`src/rtl/jtag_tap_multi_pkg.sv`:
```
// Shared TAP definitions: 16-state controller encoding, DR selection, instruction codes.
// Optional feature macro used by the top: JTAG_TAP_SAMPLE_EN.
package jtag_tap_multi_pkg;

  typedef enum logic [3:0] {
    TEST_LOGIC_RESET,
    RUN_TEST_IDLE,
    SELECT_DR_SCAN,
    CAPTURE_DR,
    SHIFT_DR,
    EXIT1_DR,
    PAUSE_DR,
    EXIT2_DR,
    UPDATE_DR,
    SELECT_IR_SCAN,
    CAPTURE_IR,
    SHIFT_IR,
    EXIT1_IR,
    PAUSE_IR,
    EXIT2_IR,
    UPDATE_IR
  } jtag_state_t;

  typedef enum logic [1:0] {
    DR_BYPASS,
    DR_IDCODE,
    DR_SAMPLE,
    DR_USER
  } dr_sel_t;

  localparam logic [31:0] SAMPLE_PATTERN  = 32'h5555_5555;
  localparam logic [1:0]  IR_CAPTURE_LSBS = 2'b01;

  function automatic logic [31:0] instr_sample();
    return '0;
  endfunction

  function automatic logic [31:0] instr_idcode();
    return 32'd1;
  endfunction

  function automatic logic [31:0] instr_user(input int unsigned k);
    return 32'd2 + k;
  endfunction

  function automatic logic [31:0] instr_bypass(input int unsigned ir_width);
    return (ir_width >= 32) ? '1 : ((32'd1 << ir_width) - 32'd1);
  endfunction

  function automatic int unsigned dr_max_width(input int unsigned user_width);
    return (user_width > 32) ? user_width : 32;
  endfunction

endpackage

```
`src/rtl/jtag_tap_fsm.sv`:
```
// IEEE 1149.1 16-state TAP controller with strobes that fire on entry to key states.
module jtag_tap_fsm
  import jtag_tap_multi_pkg::*;
(
  input  logic        tclk,
  input  logic        trst,
  input  logic        tms,
  output jtag_state_t state,
  output logic        enter_tlr,
  output logic        enter_capture_dr,
  output logic        enter_update_dr,
  output logic        enter_capture_ir,
  output logic        enter_update_ir
);

  jtag_state_t state_q, state_d;

  always_ff @(posedge tclk or negedge trst) begin
    if (!trst) state_q <= TEST_LOGIC_RESET;
    else       state_q <= state_d;
  end

  always_comb begin
    state_d = state_q;
    case (state_q)
      TEST_LOGIC_RESET: state_d = tms ? TEST_LOGIC_RESET : RUN_TEST_IDLE;
      RUN_TEST_IDLE:    state_d = tms ? SELECT_DR_SCAN   : RUN_TEST_IDLE;
      SELECT_DR_SCAN:   state_d = tms ? SELECT_IR_SCAN   : CAPTURE_DR;
      CAPTURE_DR:       state_d = tms ? EXIT1_DR         : SHIFT_DR;
      SHIFT_DR:         state_d = tms ? EXIT1_DR         : SHIFT_DR;
      EXIT1_DR:         state_d = tms ? UPDATE_DR        : PAUSE_DR;
      PAUSE_DR:         state_d = tms ? EXIT2_DR         : PAUSE_DR;
      EXIT2_DR:         state_d = tms ? UPDATE_DR        : SHIFT_DR;
      UPDATE_DR:        state_d = tms ? SELECT_DR_SCAN   : RUN_TEST_IDLE;
      SELECT_IR_SCAN:   state_d = tms ? TEST_LOGIC_RESET : CAPTURE_IR;
      CAPTURE_IR:       state_d = tms ? EXIT1_IR         : SHIFT_IR;
      SHIFT_IR:         state_d = tms ? EXIT1_IR         : SHIFT_IR;
      EXIT1_IR:         state_d = tms ? UPDATE_IR        : PAUSE_IR;
      PAUSE_IR:         state_d = tms ? EXIT2_IR         : PAUSE_IR;
      EXIT2_IR:         state_d = tms ? UPDATE_IR        : SHIFT_IR;
      UPDATE_IR:        state_d = tms ? SELECT_DR_SCAN   : RUN_TEST_IDLE;
      default:          state_d = TEST_LOGIC_RESET;
    endcase
  end

  // Strobes decode the next state so their effects land on the entering edge.
  always_comb begin
    state            = state_q;
    enter_tlr        = (state_d == TEST_LOGIC_RESET);
    enter_capture_dr = (state_d == CAPTURE_DR);
    enter_update_dr  = (state_d == UPDATE_DR);
    enter_capture_ir = (state_d == CAPTURE_IR);
    enter_update_ir  = (state_d == UPDATE_IR);
  end

endmodule

```
`src/rtl/jtag_tap_multi.sv`:
```
// Parametrised TAP: IR, IDCODE/BYPASS/USER_k data registers and per-channel strobes.
// Define JTAG_TAP_SAMPLE_EN to make the all-zeros instruction capture SAMPLE_PATTERN.
module jtag_tap_multi
  import jtag_tap_multi_pkg::*;
#(
  parameter int unsigned IR_WIDTH      = 6,
  parameter logic [31:0] IDCODE_VAL    = 32'h1BEEF001,
  parameter int unsigned N_USER        = 2,
  parameter int unsigned USER_DR_WIDTH = 32
) (
  input  logic                              tclk,
  input  logic                              trst,
  input  logic                              tms,
  input  logic                              tdi,
  output logic                              tdo,
  output logic                              tdo_en,
  input  logic [N_USER*USER_DR_WIDTH-1:0]   user_capture_data,
  input  logic [N_USER-1:0]                 user_busy,
  output logic [N_USER-1:0]                 user_capture,
  output logic [N_USER-1:0]                 user_update,
  output logic [USER_DR_WIDTH-1:0]          user_update_data
);

  localparam int unsigned DR_W  = dr_max_width(USER_DR_WIDTH);
  localparam int unsigned IDX_W = (N_USER > 1) ? $clog2(N_USER) : 1;

  localparam logic [IR_WIDTH-1:0] IR_IDCODE   = IR_WIDTH'(instr_idcode());
  localparam logic [IR_WIDTH-1:0] IR_USER0    = IR_WIDTH'(instr_user(0));
  localparam logic [IR_WIDTH-1:0] IR_USER_END = IR_WIDTH'(instr_user(N_USER));
`ifdef JTAG_TAP_SAMPLE_EN
  localparam logic [IR_WIDTH-1:0] IR_SAMPLE   = IR_WIDTH'(instr_sample());
`endif

  jtag_state_t state;
  logic        enter_tlr, enter_capture_dr, enter_update_dr;
  logic        enter_capture_ir, enter_update_ir;
  logic        in_shift_dr, in_shift_ir;

  jtag_tap_fsm u_fsm (
    .tclk             (tclk),
    .trst             (trst),
    .tms              (tms),
    .state            (state),
    .enter_tlr        (enter_tlr),
    .enter_capture_dr (enter_capture_dr),
    .enter_update_dr  (enter_update_dr),
    .enter_capture_ir (enter_capture_ir),
    .enter_update_ir  (enter_update_ir)
  );

  logic [IR_WIDTH-1:0]      ir_q, ir_d;
  logic [IR_WIDTH-1:0]      ir_shift_q, ir_shift_d;
  logic [DR_W-1:0]          dr_q, dr_d;
  logic                     overrun_q, overrun_d;
  logic [N_USER-1:0]        user_capture_q, user_capture_d;
  logic [N_USER-1:0]        user_update_q, user_update_d;
  logic [USER_DR_WIDTH-1:0] user_update_data_q, user_update_data_d;

  // Unlisted codes, including all-ones, fall through to BYPASS.
  function automatic dr_sel_t decode_sel(input logic [IR_WIDTH-1:0] code);
    decode_sel = DR_BYPASS;
    if (code == IR_IDCODE) decode_sel = DR_IDCODE;
`ifdef JTAG_TAP_SAMPLE_EN
    if (code == IR_SAMPLE) decode_sel = DR_SAMPLE;
`endif
    if (code >= IR_USER0 && code < IR_USER_END) decode_sel = DR_USER;
  endfunction

  dr_sel_t          dr_sel;
  logic [IDX_W-1:0] user_idx;
  logic [DR_W-1:0]  dr_capture;
  logic             ovr_set, ovr_clr;

  always_comb begin
    dr_sel      = decode_sel(ir_q);
    user_idx    = (dr_sel == DR_USER) ? IDX_W'(ir_q - IR_USER0) : '0;
    in_shift_dr = (state == SHIFT_DR);
    in_shift_ir = (state == SHIFT_IR);
    case (dr_sel)
      DR_IDCODE: dr_capture = DR_W'(IDCODE_VAL);
      DR_SAMPLE: dr_capture = DR_W'(SAMPLE_PATTERN);
      DR_USER:   dr_capture = DR_W'(user_capture_data[user_idx*USER_DR_WIDTH +: USER_DR_WIDTH]);
      default:   dr_capture = '0;
    endcase
  end

  always_comb begin
    ir_d               = ir_q;
    ir_shift_d         = ir_shift_q;
    dr_d               = dr_q;
    overrun_d          = overrun_q;
    user_capture_d     = '0;
    user_update_d      = '0;
    user_update_data_d = user_update_data_q;
    ovr_set            = 1'b0;
    ovr_clr            = 1'b0;

    // Capture zero-extends, so plain right shift keeps bits above the effective length clear.
    if (enter_capture_dr) begin
      dr_d = dr_capture;
      if (dr_sel == DR_USER) user_capture_d[user_idx] = 1'b1;
    end else if (in_shift_dr) begin
      dr_d = dr_q >> 1;
      case (dr_sel)
        DR_USER:              dr_d[USER_DR_WIDTH-1] = tdi;
        DR_IDCODE, DR_SAMPLE: dr_d[31]              = tdi;
        default:              dr_d[0]               = tdi;
      endcase
    end

    if (enter_update_dr && dr_sel == DR_USER) begin
      if (user_busy[user_idx]) begin
        ovr_set = 1'b1;
      end else begin
        user_update_d[user_idx] = 1'b1;
        user_update_data_d      = dr_q[USER_DR_WIDTH-1:0];
      end
    end

    if (enter_capture_ir) begin
      ir_shift_d = IR_WIDTH'({overrun_q, IR_CAPTURE_LSBS});
    end else if (in_shift_ir) begin
      ir_shift_d = {tdi, ir_shift_q[IR_WIDTH-1:1]};
    end

    if (enter_update_ir) begin
      ir_d = ir_shift_q;
      if (decode_sel(ir_shift_q) == DR_BYPASS) ovr_clr = 1'b1;
    end
    if (enter_tlr) begin
      ir_d    = IR_IDCODE;
      ovr_clr = 1'b1;
    end

    if (ovr_set)      overrun_d = 1'b1;
    else if (ovr_clr) overrun_d = 1'b0;
  end

  always_ff @(posedge tclk or negedge trst) begin
    if (!trst) begin
      ir_q               <= IR_IDCODE;
      ir_shift_q         <= '0;
      dr_q               <= '0;
      overrun_q          <= 1'b0;
      user_capture_q     <= '0;
      user_update_q      <= '0;
      user_update_data_q <= '0;
    end else begin
      ir_q               <= ir_d;
      ir_shift_q         <= ir_shift_d;
      dr_q               <= dr_d;
      overrun_q          <= overrun_d;
      user_capture_q     <= user_capture_d;
      user_update_q      <= user_update_d;
      user_update_data_q <= user_update_data_d;
    end
  end

  always_comb begin
    tdo_en           = in_shift_dr | in_shift_ir;
    tdo              = in_shift_ir ? ir_shift_q[0] : (in_shift_dr ? dr_q[0] : 1'b0);
    user_capture     = user_capture_q;
    user_update      = user_update_q;
    user_update_data = user_update_data_q;
  end

endmodule
```
`config.mk`:
```
export PLATFORM = sky130hd
export DESIGN_NAME = jtag_tap_multi
export DESIGN_NICKNAME = d
export VERILOG_FILES = /design/src/rtl/jtag_tap_multi_pkg.sv /design/src/rtl/jtag_tap_fsm.sv /design/src/rtl/jtag_tap_multi.sv
export SDC_FILE = /design/constraint.sdc
export NUM_CORES = 1
export LEC_CHECK = 0
export BUFFER_PORTS_ARGS = -buffer_cell sky130_fd_sc_hd__buf_2
export CAP_MARGIN = 20
export CORE_UTILIZATION = 55
export CTS_BUF_LIST = sky130_fd_sc_hd__clkbuf_8
export DETAILED_ROUTE_END_ITERATION = 8
export PLACE_DENSITY = 0.87
export RECOVER_POWER = 100
export REMOVE_ABC_BUFFERS = 1
export SLEW_MARGIN = 25
export SYNTH_ARGS = -nofsm -noshare
export SYNTH_HDL_FRONTEND = slang
export SYNTH_SLANG_ARGS = --single-unit
```
`constraint.sdc`:
```
create_clock -name tclk -period 2.3 [get_ports tclk]
set_input_delay 0.23 -clock tclk [delete_from_list [all_inputs] [get_ports tclk]]
set_output_delay 0.23 -clock tclk [all_outputs]
set_load 0.02 [all_outputs]
```
==> results of run 1 <==
==> path summary, 6_finish.rpt <==
path | end | cells past startpoint
min in group asynchronous | user_capture[0] | 2
worst min register to register | user_update_data[4] | 1
worst max-delay path | dr_q[12] | 4
max in group asynchronous | u_fsm.state[3] | 3
worst min-delay path | user_update[0] | 2
worst max register to register | dr_q[12] | 4
==> report_power, final <==
group | switching, mW | internal [mW] | total, mW
clock network | 0.530 | 0.717 | 1.25
logic | 1.50 | 1.04 | 2.54
registers | 0.556 | 2.06 | 2.62
total | 2.59 | 3.82 | 6.41
==> critical path: stages (launching register included) <==
cell and delay (ns):
dfstp_1 0.56, clkbuf_4 0.54, nand2_1 0.50, o211ai_1 0.35
o21ai_0 0.12
==> timing repair <==
action                     4_1_cts  5_1_grt
hold endpoints to repair        50        0
resized for setup                0        2
hold buffers                     1        0
setup endpoints to repair        0        2
==> layout make-up <==
type / instances / area, um^2
flip-flops and latches: 85 / 2130
multi-input cells: 242 / 1860
repair buffers: 118 / 577
clock buffers: 9 / 124
clock inverters: 7 / 115
well taps: 99 / 124
inverters: 5 / 18.8
fillers: 585 / 2460
==> state kept, by name, indices dropped and copies added (netlist names) <==
signal,count
dr_q,32
ir_q,6
user_update_data,32
overrun_q,1
user_capture,2
u_fsm.state,4
user_update,2
ir_shift_q,6
==> cell usage in the layout, fill, tap and decap left out, types with 9 or more instances in the layout <==
cell	synthesis	final
a21oi_1	20	20
buf_2	6	68
clkbuf_1	8	37
clkbuf_8	0	9
dfrtp_1	84	83
mux2_1	0	30
mux2i_1	57	57
nor2_1	30	31
o211ai_1	16	16
o21ai_0	19	20
o22ai_1	17	17
==> layer usage <==
layer / global-route usage, % / vias to the layer above
met3: 5.47 / 12
met2: 41.7 / 125
li1: - / 1518
met4: 8.33 / 0
met5: 0 / -
met1: 33.2 / 1597
==> kinds of logic (layout without fill, tap and decap cells) <==
group,after synthesis,in the layout,share of synthesized area (%)
flip-flops,85,85,49.6
buffers and inverters,32,139,4.46
AND/OR/NAND/NOR,64,64,8.48
multiplexers,89,89,24.3
XOR/XNOR,1,1,0.204
AO/OA/AOI/OAI,88,88,12.9
==> through the flow <==
stage          TNS [ns]  hold WS, ns  power, mW  setup slack (ns)  cell area [um^2]
5_1_grt               0       0.0538       6.78            0.0317              4940
2_1_floorplan    -56.26      -0.0656       4.51             -1.59              4120
6_report              0       0.0605       6.41            0.0940              4940
3_5_place_dp          0        0.301       5.38             0.264              4880
4_1_cts               0       0.0440       6.63            0.0222              5130
3_3_place_gp          0        0.295       5.22             0.374              4880
==> flow_summary_export.csv, run 1 <==
group,metric,value,unit
power,powerDensity,1300,mW/mm^2
sta,fin_skew,0.0145,ns
power,ir_drop,640,uV
global_routing,antenna_found_initial,0,
setup_path,cp_max_fo,38,
synth,synth-seq-cells,85,
global_routing,track_usage,25.2,%
setup_path,worstSetupPathType,"reg2reg",
synth,synth_edf_count,0,
setup_path,critical_path.endpoint_type,"flip-flop",
routing,drt_wl_total,9960,um
setup_path,ff2ff_setup_slack,0.09,ns
clock_tree,clk_pin_slew,0.08,ns
routing,wl_met3,585,um
power,p_leak,2.34,nW
floorplan,boundaryPins,108,
global_routing,grt_pass1_vias,3232,
floorplan,initial_core_util,57.9,%
synth,synth.most_common_cell,"dfrtp_1",
synth,ys.flop_type,"dfrtp_1",
synth,synth_area,0.00429,mm^2
cells_and_area,fin_util,66.7,%
synth,synth_top_cells_by_area,"dfrtp_1, mux2i_1, mux2_4",
synth,yosysWarnings,0,
synth,synth_commonest_cells,"dfrtp_1, mux2i_1, mux2_4, nor2_1, a21oi_1",
place,portBuffers,107,
synth,synth.largest_area_cell,"dfrtp_1",
routing,drc,0,
global_routing,grt_max_degree,54,
setup_path,r2r_start,"ir_q[0]",
clock_tree,clk_latency,0.36,ns
setup_path,cp-start-kind,"flip-flop",
sta,min_period,2.21,ns
floorplan,dieHeight,90.3,um
cells_and_area,final_cells,565,
cells_and_area,syn_to_final_growth,15.2,%
synth,synth.distinct_cells,42,
cells_and_area,layout-drive-gt1-share,23.2,%
clock_tree,cts_buffers,9,
routing,via_count,3252,
clock_tree,h-tree-depth,3,
routing,dr.pass1.iters,4,
sta,fin_crit_sh,95.9,%
setup_path,arrival,2.44,ns
clock_tree,cts_tree,"yes",
global_routing,overflow,0,
sta,tightest_slew,1.26,ns
clock_tree,post_cts.repair.setup_buffers,0,
clock_tree,cts_max_path_buffers,2,
synth,syn_inst,359,
routing,wire_per_inst,17.6,um
global_routing,grt_pass1_wl,16100,um
sta,maxSlewViolCount,0,
sta,slew_headroom,16.1,%
cells_and_area,fin_nets,531,
outcome,outcome,"complete, no violations",
routing,drt_iter0_drc,154,
routing,final_antenna_net_count,0,
place,place.gp.congestion,0.821,
flow_run,maxCapViolations,0,
clock_tree,clockRootBuffer,"clkbuf_8",
routing,dr.max_layer_used,"met4",
synth,synth_top_area_share,49.0,%
clock_tree,clkSinkCount,85,
floorplan,die-area,0.00816,mm^2
sta,setup_violations,0,
synth,syn_avg_cell_area,12.0,um^2
hold_path,hold_class,"in2reg",
routing,route.met2.wl,4860,um
floorplan,rows,31,
sta,clock.fmax,453,MHz
floorplan,coreArea,0.00741,mm^2
floorplan,die_w,90.3,um
cells_and_area,antenna_cells,0,
synth,async_flop_share,100,%
hold_path,hp-start,"user_busy[0]",
synth,yosysSeqAreaShare,49.6,%
place,dpl.cell_count,548,
routing,viasPerCell,5.76,
place,dp.final_hpwl,6790,um
setup_path,worstPathRequired,2.53,ns
sta,rsz0062_at_grt,"no",
sta,finalHoldViolations,0,
setup_path,startpoint,"ir_q[0]",
routing,routedLengthMet1,4370,um
No activity file was read; power rests on OpenSTA's default activity.
==> run 2, diff against run 1 <==
--- a/config.mk
+++ b/config.mk
@@ -7,6 +7,7 @@
 export LEC_CHECK = 0
 export BUFFER_PORTS_ARGS = -buffer_cell sky130_fd_sc_hd__buf_2
 export CAP_MARGIN = 20
+export CORE_MARGIN = 4
 export CORE_UTILIZATION = 55
 export CTS_BUF_LIST = sky130_fd_sc_hd__clkbuf_8
 export DETAILED_ROUTE_END_ITERATION = 8
==> constraint.sdc (replaced) <==
create_clock -name tclk -period 2.3 [get_ports tclk]
set_input_delay 0 -clock tclk [delete_from_list [all_inputs] [get_ports tclk]]
set_output_delay 0 -clock tclk [all_outputs]
set_load 0.02 [all_outputs]
==> flow_summary_export.csv, run 2 (synthesis results as in run 1) <==
group,metric,value,unit
sta,setup_violations,0,
cells_and_area,fin_nets,575,
global_routing,overflow,0,
sta,min_period,2.14,ns
routing,drt_iter0_drc,275,
clock_tree,cts_buffers,9,
floorplan,rows,31,
outcome,outcome,"complete, no violations",
sta,setup_ws,0.165,ns
cells_and_area,syn_to_final_growth,24.8,%
global_routing,grt_max_degree,45,
power,powerDensity,1210,mW/mm^2
routing,final_antenna_net_count,0,
power,p_leak,2.50,nW
power,power.share.clock,16.3,%
sta,slew_headroom,29.2,%
routing,drt_wl_total,11700,um
flow_run,maxCapViolations,0,
floorplan,die-area,0.00928,mm^2
clock_tree,cts_max_path_buffers,2,
routing,drc,0,
sta,fin_skew,0.0144,ns
power,p_int,3.75,mW
cells_and_area,layout-drive-gt1-share,21.6,%
setup_path,worstPathRequired,2.51,ns
clock_tree,clkSinkCount,85,
clock_tree,clockRootBuffer,"clkbuf_8",
power,p_sw,2.75,mW
sta,fin_setup_tns,0,ns
sta,fin_crit_sh,92.8,%
power,seqPwrFrac,39.9,%
setup_path,critical_path.endpoint_type,"flip-flop",
cells_and_area,antenna_cells,0,
setup_path,cp_slowest_cell,"dfstp_2",
routing,via_count,3560,
place,place.gp.congestion,0.823,
setup_path,max_stage_delay,0.54,ns
global_routing,antenna_found_initial,0,
sta,maxSlewViolCount,0,
routing,viasPerCell,5.86,
cells_and_area,final_common_cell,"dfrtp_1",
floorplan,dieHeight,96.3,um
power,ir_drop,625,uV
setup_path,arrival,2.35,ns
sta,tightest_slew,1.06,ns
place,pre_cts_slack,0.275,ns
place,dpl_cell_area,0.00489,mm^2
global_routing,grt_pass1_wl,18300,um
global_routing,grt_pass1_vias,3726,
clock_tree,clk_latency,0.35,ns
sta,rsz0062_at_grt,"no",
setup_path,worstSetupPathType,"reg2reg",
floorplan,initial_core_util,57.9,%
floorplan,die_w,96.3,um
hold_path,hold_class,"in2reg",
place,portBuffers,107,
power,pwr-share-comb,43.8,%
cells_and_area,final_cell_mix,"dfrtp_1, buf_2, mux2i_1, dlygate4sd3_1, clkbuf_1",
floorplan,boundaryPins,108,
routing,wire_per_inst,19.2,um
global_routing,track_usage,25.7,%
setup_path,cp-start-kind,"flip-flop",
setup_path,cp_max_fo,38,
sta,clock.fmax,468,MHz
setup_path,crit_chain,"buf_4, nand2_1, o211ai_1, o21ai_0",
cells_and_area,final_cells,608,
sta,hold_ws,0.0138,ns
cells_and_area,design_area,0.00536,mm^2
clock_tree,clk_pin_slew,0.09,ns
sta,finalHoldViolations,0,
clock_tree,h-tree-depth,3,
power,swShare,42.2,%
place,dp.final_hpwl,7070,um
routing,dr.pass1.iters,5,
clock_tree,cts_tree,"yes",
place,dpl.cell_count,548,
floorplan,coreArea,0.00741,mm^2
## run 2: cell types whose count changed in the layout (fill, tap and decap cells not counted), sizes merged
cell and change:
clkinvlp +1, buf +4, inv +1, clkinv -1, dlygate4sd3 +44, bufinv -2
clkbuf -4
## run 2: power groups by stage
stage,Clock [mW],Sequential [mW],Combinational (mW)
after floorplan,0,2.81,1.70
after detailed placement,0,2.62,2.80
after global routing,1.13,2.65,3.09
final,1.06,2.60,2.85
after CTS,1.07,2.59,2.95
after global placement,0,2.57,2.69
## run 2: worst max-delay path, delay by kind of cell (launching register included)
family          cells  cell delay, ns
buf+inv             1            0.45
simple gates        1            0.48
flops               1            0.54
compound gates      2            0.50
## run 2: final cells by class
type | instances | area [um^2]
Clock buffer | 9 | 124
Clock inverter | 6 | 71.3
Fill cell | 507 | 2050
Inverter | 5 | 18.8
Multi-Input combinational cell | 242 | 1870
Sequential cell | 85 | 2130
Tap cell | 99 | 124
Timing Repair Buffer | 162 | 1020
## run 2: per-layer routing
layer  vias to the layer above  global-route usage [%]  part of all wire [%]
li1                       1602                       -                     -
met1                      1740                    31.0                    39
met5                         -                       0                     0
met4                         0                    8.64                   2.5
met3                        32                    6.49                   8.4
met2                       186                    44.7                    50
## run 2: metrics by stage
step | total power [mW] | util, %
global route | 6.87 | 72.3
CTS | 6.61 | 74.7
global placement | 5.26 | 66.0
floorplan | 4.51 | -
finish | 6.50 | 72.3
detailed placement | 5.41 | 66.0
## run 2: path summary, 6_finish.rpt
| kind | start | endpoint | slack (ns) | cells past startpoint |
|---|---|---|---|---|
| hold reg to reg | user_update_data[4] | user_update_data[4] | 0.50 | 1 |
| setup / recovery | ir_q[0] | dr_q[25] | 0.16 | 4 |
| setup reg to reg | ir_q[0] | dr_q[25] | 0.16 | 4 |
| max in group asynchronous | trst | ir_shift_q[0] | 0.40 | 3 |
| hold / removal | user_capture_data[16] | dr_q[16] | 0.01 | 3 |
| min in group asynchronous | trst | user_update_data[9] | 0.38 | 2 |
## run 2: timing repair
item / CTS / global route
setup buffers: 0 / 0
resized for setup: 0 / 0
endpoints found under the hold margin: 76 / 0
hold buffers: 45 / 0
